## src/rtl/timer_pkg.sv

```systemverilog
// rtl/timer_pkg.sv - shared FSM states, register offsets and CTRL field layout for timer_counter
package timer_pkg;

    typedef enum logic [1:0] {
        ST_IDLE = 2'd0,
        ST_LOAD = 2'd1,
        ST_CNT  = 2'd2,
        ST_INT  = 2'd3
    } timer_state_e;

    localparam logic [1:0] REG_CTRL   = 2'd0;
    localparam logic [1:0] REG_PRESET = 2'd1;
    localparam logic [1:0] REG_COUNT  = 2'd2;

    localparam int CTRL_EN_BIT   = 0;
    localparam int CTRL_MODE_LSB = 1;
    localparam int CTRL_MODE_MSB = 2;
    localparam int CTRL_IM_BIT   = 3;

    localparam logic [1:0] MODE_ONESHOT = 2'b00;
    localparam logic [1:0] MODE_RELOAD  = 2'b01;

endpackage

```

## src/rtl/timer_counter.sv

```systemverilog
// rtl/timer_counter.sv - memory-mapped countdown timer with irq; TIMER_AUTORELOAD_EN enables auto-reload mode
module timer_counter
    import timer_pkg::*;
#(
    parameter int ADDR_W = 32
) (
    input  logic              clk,
    input  logic              reset,
    input  logic [ADDR_W-1:0] addr,
    input  logic              we,
    input  logic [31:0]       wdata,
    output logic [31:0]       rdata,
    output logic              irq
);

    timer_state_e state;
    logic         ctrl_en;
    logic [1:0]   ctrl_mode;
    logic         ctrl_im;
    logic [31:0]  preset;
    logic [31:0]  count;
    logic         irq_r;
    logic         auto_reload;
    logic         ctrl_wr;
    logic         preset_wr;
    logic         unused_addr;

    assign ctrl_wr     = we && (addr[3:2] == REG_CTRL);
    assign preset_wr   = we && (addr[3:2] == REG_PRESET);
    assign unused_addr = ^{addr[ADDR_W-1:4], addr[1:0]};

`ifdef TIMER_AUTORELOAD_EN
    assign auto_reload = (ctrl_mode == MODE_RELOAD);
`else
    assign auto_reload = 1'b0;
`endif

    always_ff @(posedge clk) begin
        if (reset) begin
            state     <= ST_IDLE;
            ctrl_en   <= 1'b0;
            ctrl_mode <= MODE_ONESHOT;
            ctrl_im   <= 1'b0;
            preset    <= '0;
            count     <= '0;
            irq_r     <= 1'b0;
        end else begin
            case (state)
                ST_IDLE: begin
                    if (ctrl_en) begin
                        state <= ST_LOAD;
                    end
                end
                ST_LOAD: begin
                    count <= preset;
                    state <= ST_CNT;
                end
                ST_CNT: begin
                    if (!ctrl_en) begin
                        state <= ST_IDLE;
                    end else if (count == '0) begin
                        state <= ST_INT;
                        irq_r <= 1'b1;
                    end else begin
                        count <= count - 32'd1;
                    end
                end
                ST_INT: begin
                    if (auto_reload) begin
                        irq_r <= 1'b0;
                        state <= ST_LOAD;
                    end else begin
                        ctrl_en <= 1'b0;
                        state   <= ST_IDLE;
                    end
                end
                default: state <= ST_IDLE;
            endcase

            // Bus writes come last so they override any FSM update made this cycle.
            if (ctrl_wr) begin
                ctrl_en   <= wdata[CTRL_EN_BIT];
                ctrl_mode <= wdata[CTRL_MODE_MSB:CTRL_MODE_LSB];
                ctrl_im   <= wdata[CTRL_IM_BIT];
                irq_r     <= 1'b0;
            end
            if (preset_wr) begin
                preset <= wdata;
                irq_r  <= 1'b0;
            end
        end
    end

    always_comb begin
        rdata = '0;
        case (addr[3:2])
            REG_CTRL:   rdata = {28'd0, ctrl_im, ctrl_mode, ctrl_en};
            REG_PRESET: rdata = preset;
            REG_COUNT:  rdata = count;
            default:    rdata = '0;
        endcase
    end

    assign irq = irq_r & ctrl_im;

endmodule
```

## config.mk

```make
export PLATFORM = sky130hd
export DESIGN_NAME = timer_counter
export DESIGN_NICKNAME = d
export VERILOG_FILES = /design/src/rtl/timer_pkg.sv /design/src/rtl/timer_counter.sv
export SDC_FILE = /design/constraint.sdc
export NUM_CORES = 1
export LEC_CHECK = 0
export CAP_MARGIN = 20
export CORE_MARGIN = 5
export CORE_UTILIZATION = 45
export CTS_CLUSTER_DIAMETER = 60
export DETAILED_ROUTE_END_ITERATION = 10
export DONT_BUFFER_PORTS = 1
export GPL_ROUTABILITY_DRIVEN = 0
export PLACE_DENSITY = 0.7
export SYNTH_ARGS = -nofsm -noshare
export SYNTH_HDL_FRONTEND = slang
export SYNTH_SLANG_ARGS = --single-unit
```

## constraint.sdc

```tcl
create_clock -name clk -period 3.3 [get_ports clk]
set_input_delay 0.33 -clock clk [delete_from_list [all_inputs] [get_ports clk]]
set_output_delay 0.33 -clock clk [all_outputs]
set_load 0.01 [all_outputs]
```

==> results of run 1 <==
## kinds of logic after synthesis
logic type / Yosys count / synth area share, %
simple gates: 218 / 27.80
compound gates: 179 / 28.84
flops: 71 / 35.93
buf+inv: 44 / 4.870
mux: 8 / 2.024
xor+xnor: 1 / 0.2214
fa+ha+maj: 1 / 0.3162
## metal layers
layer	vias to the layer above	routed length, um	GRT usage, %
li1	1833	-	-
met1	1760	4771	25.72
met2	99	4875	29.28
met3	13	558	4.540
met4	0	195	5.828
met5	-	0	0
## cell type report
type,count,area (um2),share of cell area [%]
sequential,71,1421,33.46
tap,108,135.1,3.181
multi-input combinational,407,2350,55.32
timing repair buffer,10,102.6,2.415
inverter,2,7.507,0.1767
clock buffer,11,151.4,3.564
clock inverter,5,80.08,1.885
## report_power, final
part	switching, uW	internal, uW
combinational	121	71.2
sequential	17.1	874
clock	339	465
total	476	1410
## worst max path at each step
| stage | start | end | slack (ps) | depth (start not counted) |
|---|---|---|---|---|
| after global routing | count[0] | count[31] | 620 | 9 |
| after CTS | count[0] | count[1] | 630 | 8 |
| after floorplan | count[0] | count[13] | 1140 | 10 |
| after global placement | count[0] | count[1] | 700 | 8 |
| after detailed placement | count[0] | count[1] | 640 | 8 |
| final | count[0] | count[31] | 740 | 9 |
## cells in the mapped netlist (all sizes together) (6+ instances only)
cell type / number
a21oi: 72
a22o: 29
a31oi: 6
buf: 8
clkbuf: 34
dfxtp: 71
mux2i: 8
nand2: 131
nor2: 27
nor2b: 6
nor3: 8
nor4: 9
o21ai: 37
o31ai: 11
or4: 10
## metrics by stage
| step | instances | utilization (%) |
|---|---|---|
| floorplan | 522 | - |
| global placement | 596 | 46.16 |
| detailed placement | 596 | 46.16 |
| CTS | 612 | 48.84 |
| global route | 614 | 49.19 |
| finish | 614 | 49.19 |
## sequential cells by signal, indices dropped and copies added (netlist names)
register / cells
ctrl_im: 1
ctrl_en: 1
irq_r: 1
count: 32
state: 2
ctrl_mode: 2
preset: 32
## critical path: stages (launching register included)
cell and delay (ps):
sky130_fd_sc_hd__dfxtp_1 390, sky130_fd_sc_hd__inv_1 100, sky130_fd_sc_hd__ha_1 220, sky130_fd_sc_hd__or4b_4 520, sky130_fd_sc_hd__nor4_4 310, sky130_fd_sc_hd__a21oi_2 150
sky130_fd_sc_hd__nor2_4 320, sky130_fd_sc_hd__buf_12 210, sky130_fd_sc_hd__a22oi_1 70, sky130_fd_sc_hd__a31oi_1 180
==> flow_summary.rst, run 1 <==
.. list-table::
   :header-rows: 1

   * - Metric
     - Value
   * - Run status
     - finished clean
   * - Placement-stage worst setup slack
     - 643.4 ps
   * - Most frequently used flop master after synthesis
     - sky130_fd_sc_hd__dfxtp_1
   * - Max-cap check violation count
     - 0
   * - Antenna violations before repair
     - 0
   * - Antenna diode instance count
     - 0
   * - Number of flip-flops and latches in the synthesized netlist
     - 71
   * - Portion of the post-synthesis area used by sequential elements
     - 35.93%
   * - Pleak
     - 0.001477 uW
   * - Time the worst path needs with I/O delays and setup
     - 2557 ps
   * - Count of synthesis-stage warnings from yosys
     - 0
   * - Total routing resource utilization after global routing
     - 18.81%
   * - Setup slack on the worst flop-to-flop path
     - 740 ps
   * - EDFF count, synth
     - 0
   * - Mean instance size in the synthesized netlist
     - 7.579 um2
   * - Die boundary height
     - 103.8 um
   * - Cells taking the most area after synthesis
     - sky130_fd_sc_hd__dfxtp_1 36%, sky130_fd_sc_hd__nand2_1 12%, sky130_fd_sc_hd__a21oi_1 9.0%
   * - Standard-cell rows
     - 34
   * - DRT antenna net count
     - 0
   * - Total power density per cell area
     - 444.2 mW/mm2
   * - Total vias in the final route
     - 3705
   * - Effective utilization at floorplan
     - 45.81%
   * - Number of buffers on the longest clock path
     - 2
   * - Yosys top cell by area
     - sky130_fd_sc_hd__dfxtp_1
   * - DR WL/cell
     - 16.94 um
   * - Setup WS post-layout
     - 743.1 ps
   * - Number of buffers added on ports
     - 0
   * - Sort of element at the start of the critical path
     - register
   * - Worst hold path stage count
     - 1
   * - Max-slew violation count
     - 0
   * - Final Skew
     - 5.380 ps
   * - Type of the most critical hold path
     - input pin to register
   * - Synthesized Nets
     - 590
   * - Syn Inst Count
     - 522
   * - Length of the first detailed-routing pass in iterations
     - 5
   * - Maximum frequency from static timing analysis
     - 391.1 MHz
   * - CTS tree
     - yes
   * - Classification of the worst setup path
     - register to register
   * - Final hold violation count
     - 0
   * - Start point of the worst hold path
     - reset
   * - Commonest cells after routing, fill and taps aside
     - 131 x sky130_fd_sc_hd__nand2_1, 71 x sky130_fd_sc_hd__a21oi_1, 71 x sky130_fd_sc_hd__dfxtp_1
   * - Clk sinks
     - 71
   * - DRC errors left
     - 0
   * - Clock slew seen by the registers of the worst setup and hold paths
     - 80 ps
   * - DIE WIDTH
     - 103.8 um
   * - Fraction of synthesized cell area taken by the top area cell type
     - 35.93%
   * - Total Nets Final
     - 569
   * - Floorplan die area
     - 0.01077 mm2
   * - Wire length after detailed routing
     - 10400 um
   * - Placeable core area
     - 0.008636 mm2
   * - Worst hold-check slack
     - 39.98 ps
   * - Required time worst endpoint
     - 3580 ps
   * - Number of buffers inserted to repair setup after CTS
     - 0
   * - Number of buffers added to fix hold violations after cts
     - 0
   * - Initial DRC Count
     - 182
   * - Count of filler cells inserted in the layout
     - 854
   * - Summed instance area of the synthesized netlist
     - 0.003956 mm2
   * - Signed area change from the synthesized netlist to the final layout
     - 7.369%
   * - Number of buffers created by CTS
     - 9
   * - Unrepaired setup endpoints after global routing
     - no
   * - Number of different library cells in the post-synthesis netlist
     - 55
   * - Count of pins on the block boundary
     - 100
   * - Resize count post-CTS
     - 0
   * - CTS Root Buffer Type
     - sky130_fd_sc_hd__clkbuf_8
   * - Non-Filler Cell Area, Final
     - 0.004248 mm2
   * - Ratio of cells with drive above 1 in the final layout
     - 10.47%
   * - Max-Slew Margin vs Limit
     - 32.70%
   * - Vias per std cell
     - 6.034
   * - Number of levels in the clock H-tree
     - 3
   * - Maximum fanout encountered on the critical timing path
     - 21
   * - Number of setup violations in the final report
     - 0
   * - Pin count of the biggest net entering global routing
     - 74
   * - R2R Path End
     - count[31]
   * - Sum Neg Setup Slack
     - 0 ps
   * - Worst-Margin Slew
     - 1010 ps
   * - Placed standard-cell area
     - 0.003986 mm2
   * - Final HPWL from detailed placement
     - 6985 um
   * - Clock network latency to the later pin of the worst-skew pair
     - 350 ps
   * - Total chip power
     - 1887 uW
   * - Most frequent standard cell in the layout excluding fill and tap cells
     - sky130_fd_sc_hd__nand2_1
   * - Wire length of the first global-routing pass
     - 17070 um
   * - Setup crit end kind
     - register
   * - Number of cell instances on the worst register-to-register path
     - 9
   * - Startpoint of the lowest-slack register-to-register path
     - count[0]
   * - Worst hold path endpoint
     - preset[30]
   * - Global route total overflow
     - 0
   * - Via count of the first global-routing pass
     - 3435
   * - Worst vdd rail ir drop
     - 0.0002299 V
   * - Tcrit/Tclk final
     - 77.48%
   * - Async set or reset register ratio after synthesis
     - 0%
   * - Critical path data arrival time
     - 2840 ps
Power figures use the tool's default switching activity.
==> run 2: changes to the inputs <==
- PLACE_DENSITY: 0.7 -> 0.72
- clock period: 3.3 -> 2.25 ns (I/O delays scaled with it)
==> flow_summary.rst, run 2 (synthesis gave the netlist of run 1 again) <==
.. list-table::
   :header-rows: 1

   * - Metric
     - Value
   * - Number of buffers created by CTS
     - 9 (unchanged)
   * - DR WL/cell
     - 17.80 um (+5.1%)
   * - CTS tree
     - yes
   * - Worst vdd rail ir drop
     - 0.0003185 V (+39%)
   * - Vias per std cell
     - 6.003 (-0.52%)
   * - DRC errors left
     - 0 (unchanged)
   * - Commonest cells after routing, fill and taps aside
     - 131 x sky130_fd_sc_hd__nand2_1, 71 x sky130_fd_sc_hd__a21oi_1, 68 x sky130_fd_sc_hd__dfxtp_1
   * - Total chip power
     - 2855 uW (+51%)
   * - List of cells traversed by the critical path
     - buf_4 > or4_4 > nor4_4 > nand3_4 > o41a_1 > o21ai_1 > a21oi_1
   * - Placeable core area
     - 0.008636 mm2 (unchanged)
   * - Maximum frequency from static timing analysis
     - 456.5 MHz (+17%)
   * - CTS Root Buffer Type
     - sky130_fd_sc_hd__clkbuf_8
   * - Maximum fanout encountered on the critical timing path
     - 8 (-62%)
   * - Non-Filler Cell Area, Final
     - 0.004870 mm2 (+15%)
   * - Signed area change from the synthesized netlist to the final layout
     - 23.09%
   * - Total vias in the final route
     - 4034 (+8.9%)
   * - Total power density per cell area
     - 586.2 mW/mm2 (+32%)
   * - Max-cap check violation count
     - 0 (unchanged)
   * - Final hold violation count
     - 0 (unchanged)
   * - Sort of element at the start of the critical path
     - register
   * - Number of buffers on the longest clock path
     - 2 (unchanged)
   * - Global route total overflow
     - 0 (unchanged)
   * - Tcrit/Tclk final
     - 97.35% (+20 points)
   * - Clock network latency to the later pin of the worst-skew pair
     - 350 ps (about the same)
   * - Max-slew violation count
     - 0 (unchanged)
   * - Type of the most critical hold path
     - input pin to register
   * - Max-Slew Margin vs Limit
     - 64.12% (+31 points)
   * - Count of pins on the block boundary
     - 100 (unchanged)
   * - Total routing resource utilization after global routing
     - 21.31% (+2.5 points)
   * - DIE WIDTH
     - 103.8 um (unchanged)
   * - Number of buffers added on ports
     - 0 (unchanged)
   * - DRT antenna net count
     - 0 (unchanged)
   * - Length of the first detailed-routing pass in iterations
     - 5 (unchanged)
   * - Max stage delay cell, worst path
     - sky130_fd_sc_hd__or4_4
   * - Peak per-stage delay on the critical path
     - 580 ps (+60 ps)
   * - Time the worst path needs with I/O delays and setup
     - 2190 ps (-366.5 ps)
   * - Required time worst endpoint
     - 2480 ps (-1100 ps)
   * - Total Nets Final
     - 627 (+10%)
   * - Setup crit end kind
     - register
   * - Antenna diode instance count
     - 0 (unchanged)
   * - Most frequent standard cell in the layout excluding fill and tap cells
     - sky130_fd_sc_hd__nand2_1
   * - Clock slew seen by the registers of the worst setup and hold paths
     - 70 ps (about the same)
   * - Number of levels in the clock H-tree
     - 3 (unchanged)
   * - Worst-Margin Slew
     - 537.0 ps (-472.5 ps)
   * - Final HPWL from detailed placement
     - 7623 um (+9.1%)
   * - Pin count of the biggest net entering global routing
     - 72 (-2.7%)
   * - Regs by FF count
     - count x32, preset x32
   * - Run status
     - finished clean
   * - Setup WS post-layout
     - 59.62 ps (-683.5 ps)
   * - Via count of the first global-routing pass
     - 3883 (+13%)
   * - Number of setup violations in the final report
     - 0 (unchanged)
   * - Worst hold-check slack
     - 9.173 ps (-30.80 ps)
   * - Effective utilization at floorplan
     - 45.81% (unchanged)
   * - Placed standard-cell area
     - 0.004217 mm2 (+5.8%)
   * - Crit path buf inv count
     - 1 (-1)
   * - Unrepaired setup endpoints after global routing
     - yes
   * - Clk sinks
     - 71 (unchanged)
   * - Classification of the worst setup path
     - register to register
   * - Final Skew
     - 4.818 ps (-0.5620 ps)
   * - Family with the most delay on the worst path
     - simple AND/OR/NAND/NOR gates
   * - Wire length after detailed routing
     - 11960 um (+15%)
   * - Placement-stage worst setup slack
     - 11.02 ps (-632.3 ps)
   * - Antenna violations before repair
     - 0 (unchanged)
   * - Initial DRC Count
     - 265 (+46%)
   * - Pleak
     - 0.001819 uW (+23%)
   * - Ratio of cells with drive above 1 in the final layout
     - 17.55% (+7.1 points)
   * - Critical path data arrival time
     - 2420 ps (-420 ps)
   * - Wire length of the first global-routing pass
     - 19340 um (+13%)
   * - Standard-cell rows
     - 34 (unchanged)
   * - Die boundary height
     - 103.8 um (unchanged)
   * - Floorplan die area
     - 0.01077 mm2 (unchanged)
-- run 2: power by group --
group	internal [uW]	switching [uW]	leakage, uW
logic	178	227	0.00112
clock network	662	483	0.000119
registers	1280	22.1	0.000576
-- run 2: final timing paths --
check,startpoint,cells past startpoint,endpoint,slack (ps)
min reg2reg,preset[6],2,preset[6],470
max reg2reg,count[0],7,count[17],60
min,wdata[17],2,preset[17],9
max,count[0],7,count[17],60
-- run 2: metal layers --
layer | routed length (um) | global-route usage, %
met1 | 5266 | 28.28
met2 | 5710 | 34.29
met3 | 787 | 5.100
met4 | 197 | 6.383
met5 | 0 | 0
-- run 2: timing repair --
action	4_1_cts	5_1_grt
setup endpoints to repair	8	8
setup buffers	0	4
pin swaps	1	8
gates resized for setup	2	14
gates cloned	0	4
hold endpoints to repair	71	1
hold buffers	22	1
-- run 2: cell type report --
cell class,instances,area (um2)
timing repair buffer,68,665.6
inverter,2,7.507
clock inverter,2,35.03
fill,770,3766
multi-input combinational,407,2409
sequential,71,1425
clock buffer,14,192.7
tap,108,135.1
-- run 2: stage by stage --
| stage | utilization, % | TNS [ps] | cells |
|---|---|---|---|
| 6_report | 56.39 | 0 | 672 |
| 5_1_grt | 56.39 | -282.7 | 672 |
| 4_1_cts | 54.29 | 0 | 663 |
| 3_5_place_dp | 48.83 | 0 | 625 |
| 3_3_place_gp | 48.83 | 0 | 625 |
| 2_1_floorplan | - | 0 | 522 |
